File: src/rtl/mem_port_arbiter.sv
// Round-robin arbiter sharing one single-port RAM between NUM_REQ requesters, with lock bursts.
// Grant is combinational (0-cycle); read data returns tagged one cycle later; freeze stalls all grants.
module mem_port_arbiter #(
  parameter int NUM_REQ   = 3,
  parameter int ADDR_W    = 5,
  parameter int DATA_W    = 8,
  parameter int MAX_BURST = 4
) (
  input  logic                      clock,
  input  logic                      reset,
  input  logic [NUM_REQ-1:0]        req,
  input  logic [NUM_REQ-1:0]        lock,
  input  logic [NUM_REQ-1:0]        we,
  input  logic [NUM_REQ*ADDR_W-1:0] addr,
  input  logic [NUM_REQ*DATA_W-1:0] wdata,
  input  logic                      freeze,
  output logic [NUM_REQ-1:0]        gnt,
  output logic [NUM_REQ-1:0]        rvalid,
  output logic [DATA_W-1:0]         rdata,
  output logic                      mem_we,
  output logic [ADDR_W-1:0]         mem_addr,
  output logic [DATA_W-1:0]         mem_wdata,
  input  logic [DATA_W-1:0]         mem_rdata,
  output logic                      busy
);

  localparam int PTR_W = $clog2(NUM_REQ);
  localparam int CNT_W = $clog2(MAX_BURST + 1);

  logic [PTR_W-1:0]   rr_ptr_q, rr_ptr_d;
  logic [PTR_W-1:0]   owner_q, owner_d;
  logic               owner_vld_q, owner_vld_d;
  logic [CNT_W-1:0]   burst_cnt_q, burst_cnt_d;
  logic [NUM_REQ-1:0] rvalid_q, rvalid_d;

  logic               gnt_any;
  logic [PTR_W-1:0]   gnt_idx;
  logic [PTR_W:0]     cand;

  // Grant select; reset is folded in so the RAM sees no access while reset is held.
  always_comb begin
    gnt_any = 1'b0;
    gnt_idx = '0;
    cand    = '0;
    if (reset && !freeze) begin
      if (owner_vld_q && req[owner_q] && lock[owner_q] &&
          (burst_cnt_q < CNT_W'(MAX_BURST))) begin
        gnt_any = 1'b1;
        gnt_idx = owner_q;
      end else begin
        for (int i = 0; i < NUM_REQ; i++) begin
          cand = {1'b0, rr_ptr_q} + (PTR_W+1)'(i);
          if (cand >= (PTR_W+1)'(NUM_REQ)) begin
            cand = cand - (PTR_W+1)'(NUM_REQ);
          end
          if (!gnt_any && req[cand[PTR_W-1:0]]) begin
            gnt_any = 1'b1;
            gnt_idx = cand[PTR_W-1:0];
          end
        end
      end
    end
  end

  always_comb begin
    gnt       = '0;
    mem_we    = 1'b0;
    mem_addr  = '0;
    mem_wdata = '0;
    if (gnt_any) begin
      gnt       = NUM_REQ'(1) << gnt_idx;
      mem_we    = we[gnt_idx];
      mem_addr  = addr[gnt_idx*ADDR_W +: ADDR_W];
      mem_wdata = wdata[gnt_idx*DATA_W +: DATA_W];
    end
  end

  assign busy   = gnt_any;
  assign rvalid = rvalid_q;
  assign rdata  = mem_rdata;

  // Pointer always moves past the granted requester, so a forced rotation
  // naturally resumes from owner+1.
  always_comb begin
    rr_ptr_d    = rr_ptr_q;
    owner_d     = owner_q;
    owner_vld_d = owner_vld_q;
    burst_cnt_d = burst_cnt_q;
    rvalid_d    = '0;
    if (gnt_any) begin
      rr_ptr_d = (gnt_idx == PTR_W'(NUM_REQ - 1)) ? '0 : gnt_idx + PTR_W'(1);
      if (owner_vld_q && (owner_q == gnt_idx)) begin
        burst_cnt_d = (burst_cnt_q == CNT_W'(MAX_BURST)) ? burst_cnt_q
                                                          : burst_cnt_q + CNT_W'(1);
      end else begin
        burst_cnt_d = CNT_W'(1);
      end
      owner_vld_d = lock[gnt_idx];
      owner_d     = gnt_idx;
      if (!we[gnt_idx]) begin
        rvalid_d = gnt;
      end
    end
  end

  always_ff @(posedge clock or negedge reset) begin
    if (!reset) begin
      rr_ptr_q    <= '0;
      owner_q     <= '0;
      owner_vld_q <= 1'b0;
      burst_cnt_q <= '0;
      rvalid_q    <= '0;
    end else begin
      rr_ptr_q    <= rr_ptr_d;
      owner_q     <= owner_d;
      owner_vld_q <= owner_vld_d;
      burst_cnt_q <= burst_cnt_d;
      rvalid_q    <= rvalid_d;
    end
  end

endmodule
File: config.mk
export PLATFORM = sky130hd
export DESIGN_NAME = mem_port_arbiter
export DESIGN_NICKNAME = d
export VERILOG_FILES = /design/src/rtl/mem_port_arbiter.sv
export SDC_FILE = /design/constraint.sdc
export NUM_CORES = 1
export LEC_CHECK = 0
export ABC_AREA = 1
export CAP_MARGIN = 10
export CORE_AREA = 2 2 62 64
export CTS_BUF_LIST = sky130_fd_sc_hd__clkbuf_4
export DETAILED_ROUTE_END_ITERATION = 10
export DIE_AREA = 0 0 64 66
export PLACE_DENSITY = 0.85
export SLEW_MARGIN = 0
export SYNTH_ARGS = -nofsm -noshare
export SYNTH_HDL_FRONTEND = slang
export SYNTH_SLANG_ARGS = --single-unit
File: constraint.sdc
create_clock -name clock -period 5.2 [get_ports clock]
set_input_delay 1.04 -clock clock [delete_from_list [all_inputs] [get_ports clock]]
set_output_delay 1.04 -clock clock [all_outputs]
set_load 0.02 [all_outputs]
==> metrics.json <==
{
  "clock_tree_from_tritoncts": {"value": "yes"},
  "worst_path_most_repeated_cell": {"value": "sky130_fd_sc_hd__nand3_1"},
  "wirelength": {"value": 3890, "unit": "um"},
  "worst_hold_slack": {"value": 546, "unit": "ps"},
  "route.detailed.wl_per_inst": {"value": 12.2, "unit": "um"},
  "worstMarginPinSlew": {"value": 368, "unit": "ps"},
  "initial_utilization": {"value": 38.2, "unit": "%"},
  "cp-start-kind": {"value": "primary input"},
  "switchingPower": {"value": 466, "unit": "uW"},
  "proportion_of_layout_cells_with_a_drive_suffix_above_1": {"value": 14.0, "unit": "%"},
  "fmaxAchievable": {"value": 214, "unit": "MHz"},
  "worstSetupPathType": {"value": "primary input to output pin"},
  "die_width": {"value": 64, "unit": "um"},
  "clkLatencyLatePin": {"value": 260, "unit": "ps"},
  "globalRouteTotalUtil": {"value": 17.6, "unit": "%"},
  "dieHeight": {"value": 66, "unit": "um"},
  "critical_path.max_fanout": {"value": 23},
  "crit_buf_inv": {"value": 4},
  "final-hold-violation-count": {"value": 0},
  "fin_crit_sh": {"value": 89.8, "unit": "%"},
  "maxSlewHeadroom": {"value": 75.4, "unit": "%"},
  "setup_viol_count_final": {"value": 0},
  "synthesis.area_per_instance": {"value": 6.50, "unit": "sq um"},
  "vdd_ir_drop_max": {"value": 194, "unit": "uV"},
  "place.detailed.hpwl": {"value": 3240, "unit": "um"},
  "drcViolationCount": {"value": 0},
  "finalWorstPathRequiredPeriod": {"value": 4670, "unit": "ps"},
  "yosysSeqAreaShare": {"value": 20.3, "unit": "%"},
  "die_area": {"value": 0.00422, "unit": "sq mm"},
  "sw_ratio": {"value": 52.2, "unit": "%"},
  "share_seq_of_total_power": {"value": 16.8, "unit": "%"},
  "fillCellCount": {"value": 324},
  "crit-reg2reg-launch": {"value": "rr_ptr_q[0]$_DFFE_PN0P_"},
  "cts.hold.buffers_added": {"value": 0},
  "grt_antenna_before_repair": {"value": 0},
  "max-clock-path-buffers": {"value": 2},
  "drt_first_pass_iters": {"value": 5},
  "largest_net_degree_at_the_start_of_global_routing": {"value": 24},
  "critical_path.max_stage_delay": {"value": 650, "unit": "ps"},
  "clk_transition_reported_paths": {"value": 60, "unit": "ps"},
  "critical_path.endpoint_type": {"value": "output pin"},
  "run_status": {"value": "complete, no violations"},
  "synth_cell_types": {"value": 26},
  "cts.sink_count": {"value": 11},
  "yosysWarnings": {"value": 0},
  "drt.antenna.violating_nets": {"value": 0},
  "r2r_end": {"value": "rr_ptr_q[0]$_DFFE_PN0P_"},
  "ys_ff_latch": {"value": 11},
  "worst-endpoint-required": {"value": 4160, "unit": "ps"},
  "worstPathCellList": {"value": "clkdlybuf4s50_1 -> inv_2 -> nand2_1 -> nand3_1 -> nand2_1 -> nand3_1 -> nand3_1 -> nand3_2 -> nand2_2 -> nand2_4 -> clkinv_2 -> nor2_1 -> o31ai_2 -> clkdlybuf4s50_1"},
  "clk_root_buffer_cell": {"value": "sky130_fd_sc_hd__clkbuf_4"},
  "vias": {"value": 1556},
  "hold_path_startpoint": {"value": "burst_cnt_q[1]$_DFFE_PN0P_"},
  "first_iter_violations": {"value": 42},
  "rsz0062_at_grt": {"value": "false"},
  "cts-buffers-inserted": {"value": 3},
  "ff2ff_path_depth": {"value": 13},
  "reg2reg_slack": {"value": 2770, "unit": "ps"},
  "gr-total-overflow": {"value": 0},
  "diodes": {"value": 0},
  "port_buffers": {"value": 71},
  "coreArea": {"value": 0.00355, "unit": "sq mm"},
  "cap_viol_max_count": {"value": 0},
  "post_cts_resize_count": {"value": 0},
  "ratio_of_total_power_to_cell_area": {"value": 434, "unit": "mW/mm^2"},
  "fin_tns_setup": {"value": 0, "unit": "ps"},
  "holdPathStages": {"value": 2},
  "vias_per_cell": {"value": 4.88},
  "cts_setup_buffers": {"value": 0},
  "synth.cell_area": {"value": 0.00136, "unit": "sq mm"},
  "min_path_type": {"value": "register to register"},
  "cellLeakagePower": {"value": 0.000969, "unit": "uW"},
  "total_number_of_h_tree_levels": {"value": 1},
  "postLayoutCoreUtil": {"value": 57.9, "unit": "%"},
  "floorplan.rows": {"value": 22},
  "worst_path_max_delay_cell": {"value": "sky130_fd_sc_hd__clkdlybuf4s50_1"},
  "flow.area_growth_from_synthesis": {"value": 51.5, "unit": "%"},
  "internal_power": {"value": 426, "unit": "uW"},
  "critPathTopFamily": {"value": "buffers and inverters"},
  "finalNetCount": {"value": 337},
  "grt_first_pass_wirelength": {"value": 6060, "unit": "um"},
  "drv_slew": {"value": 0},
  "fin_skew": {"value": 2.11, "unit": "ps"},
  "top_level_ports": {"value": 88},
  "postSynthNetCount": {"value": 274},
  "synthCells": {"value": 209},
  "number_of_global_route_vias_before_repair": {"value": 1439},
  "clock_power_share": {"value": 7.0, "unit": "%"},
  "cp.arrival": {"value": 3630, "unit": "ps"},
  "power.share.combinational": {"value": 76.2, "unit": "%"},
  "worst_hold_path_endpoint": {"value": "burst_cnt_q[1]$_DFFE_PN0P_"},
  "place_congestion": {"value": 0.893}
}
power by group through the flow:
| stage | Combinational, uW | Sequential, uW | Clock (uW) |
|---|---|---|---|
| after floorplan | 490 | 150 | 0 |
| after global placement | 665 | 150 | 0 |
| after detailed placement | 677 | 152 | 0 |
| after CTS | 680 | 151 | 63.7 |
| after global routing | 749 | 154 | 70.5 |
| final | 681 | 150 | 62.1 |
Yosys cell counts:
| library cell | count | area [sq um] |
|---|---|---|
| sky130_fd_sc_hd__buf_2 | 3 | 15.0 |
| sky130_fd_sc_hd__nand2_1 | 56 | 210 |
| sky130_fd_sc_hd__o31ai_2 | 10 | 125 |
| sky130_fd_sc_hd__o211ai_2 | 2 | 25.0 |
| sky130_fd_sc_hd__o21ai_1 | 3 | 15.0 |
| sky130_fd_sc_hd__nand3_2 | 4 | 40.0 |
| sky130_fd_sc_hd__dfrtp_1 | 11 | 275 |
| sky130_fd_sc_hd__a31oi_1 | 1 | 6.26 |
| sky130_fd_sc_hd__nand4_1 | 5 | 31.3 |
| sky130_fd_sc_hd__nand2_2 | 3 | 18.8 |
| sky130_fd_sc_hd__ha_1 | 6 | 75.1 |
| sky130_fd_sc_hd__nor2_1 | 36 | 135 |
| sky130_fd_sc_hd__xor2_1 | 1 | 8.76 |
| sky130_fd_sc_hd__o31ai_1 | 3 | 22.5 |
| sky130_fd_sc_hd__nor3_1 | 1 | 5.00 |
| sky130_fd_sc_hd__a21oi_1 | 3 | 15.0 |
| sky130_fd_sc_hd__o21ai_0 | 2 | 10.0 |
| sky130_fd_sc_hd__buf_4 | 9 | 67.6 |
| sky130_fd_sc_hd__buf_6 | 3 | 33.8 |
| sky130_fd_sc_hd__nand3_1 | 17 | 85.1 |
| sky130_fd_sc_hd__clkinv_2 | 1 | 5.00 |
| sky130_fd_sc_hd__inv_1 | 17 | 63.8 |
| sky130_fd_sc_hd__inv_2 | 8 | 30.0 |
| sky130_fd_sc_hd__a21oi_2 | 2 | 17.5 |
| sky130_fd_sc_hd__nand2_4 | 1 | 11.3 |
| sky130_fd_sc_hd__nor3_2 | 1 | 10.0 |
layout by cell type (no fill, tap or decap), drive strengths merged, types with 5 or more instances in the layout:
master,instances
a21oi,5
clkdlybuf4s50,71
dfrtp,11
ha,6
inv,25
nand2,60
nand3,21
nand4,5
nor2,36
o21ai,5
o31ai,13
state kept, by name, summed over array words and instances, names as in the netlist:
| signal | cells |
|---|---|
| rvalid | 3 |
| owner_vld_q | 1 |
| rr_ptr_q | 2 |
| burst_cnt_q | 3 |
| owner_q | 2 |
metrics by stage:
step	setup slack [ps]	power (uW)	cells	area, sq um
after floorplan	1730	640	209	1360
after global placement	589	815	315	2030
after detailed placement	530	829	315	2030
after CTS	522	894	319	2060
after global routing	330	974	319	2060
final	532	893	319	2060
kinds of logic after synthesis:
group	count (synthesis)	share of synthesized area, %
AOI/OAI and AO/OA	26	17.4
xor gates and xnor gates	1	0.645
adders and majority gates	6	5.53
buffers and inverters	41	15.9
DFF	11	20.3
and+or+nand+nor	124	40.3
worst max-delay path by stage:
stage               startpoint            to  slack [ps]  cells past startpoint
finish                  req[1]  mem_wdata[2]         530                     14
global route            req[1]  mem_wdata[2]         330                     14
CTS                     req[1]  mem_wdata[2]         520                     14
detailed placement      req[1]  mem_wdata[2]         530                     14
global placement        req[0]  mem_wdata[2]         590                     12
floorplan               req[0]   mem_addr[0]        1730                     12
cell type report:
class / instances / area (sq um) / area share [%]
multi-input combinational: 157 / 867 / 42.2
timing repair buffer: 73 / 726 / 35.3
sequential: 11 / 275 / 13.4
inverter: 26 / 98.8 / 4.81
tap: 48 / 60.1 / 2.92
clock buffer: 4 / 30.0 / 1.46
layer usage:
layer	vias to the layer above	global-route usage, %	part of all wire, %
li1	795	-	-
met1	701	20.1	39
met2	52	33.1	53
met3	8	1.70	5.7
met4	0	7.88	2.3
met5	-	0	0
tightest hold or removal path: cells and delay by family, from the launching register on:
kind,cells,cell delay (ps)
simple gates,2,130
flops,1,380
Power figures use the tool's default switching activity.
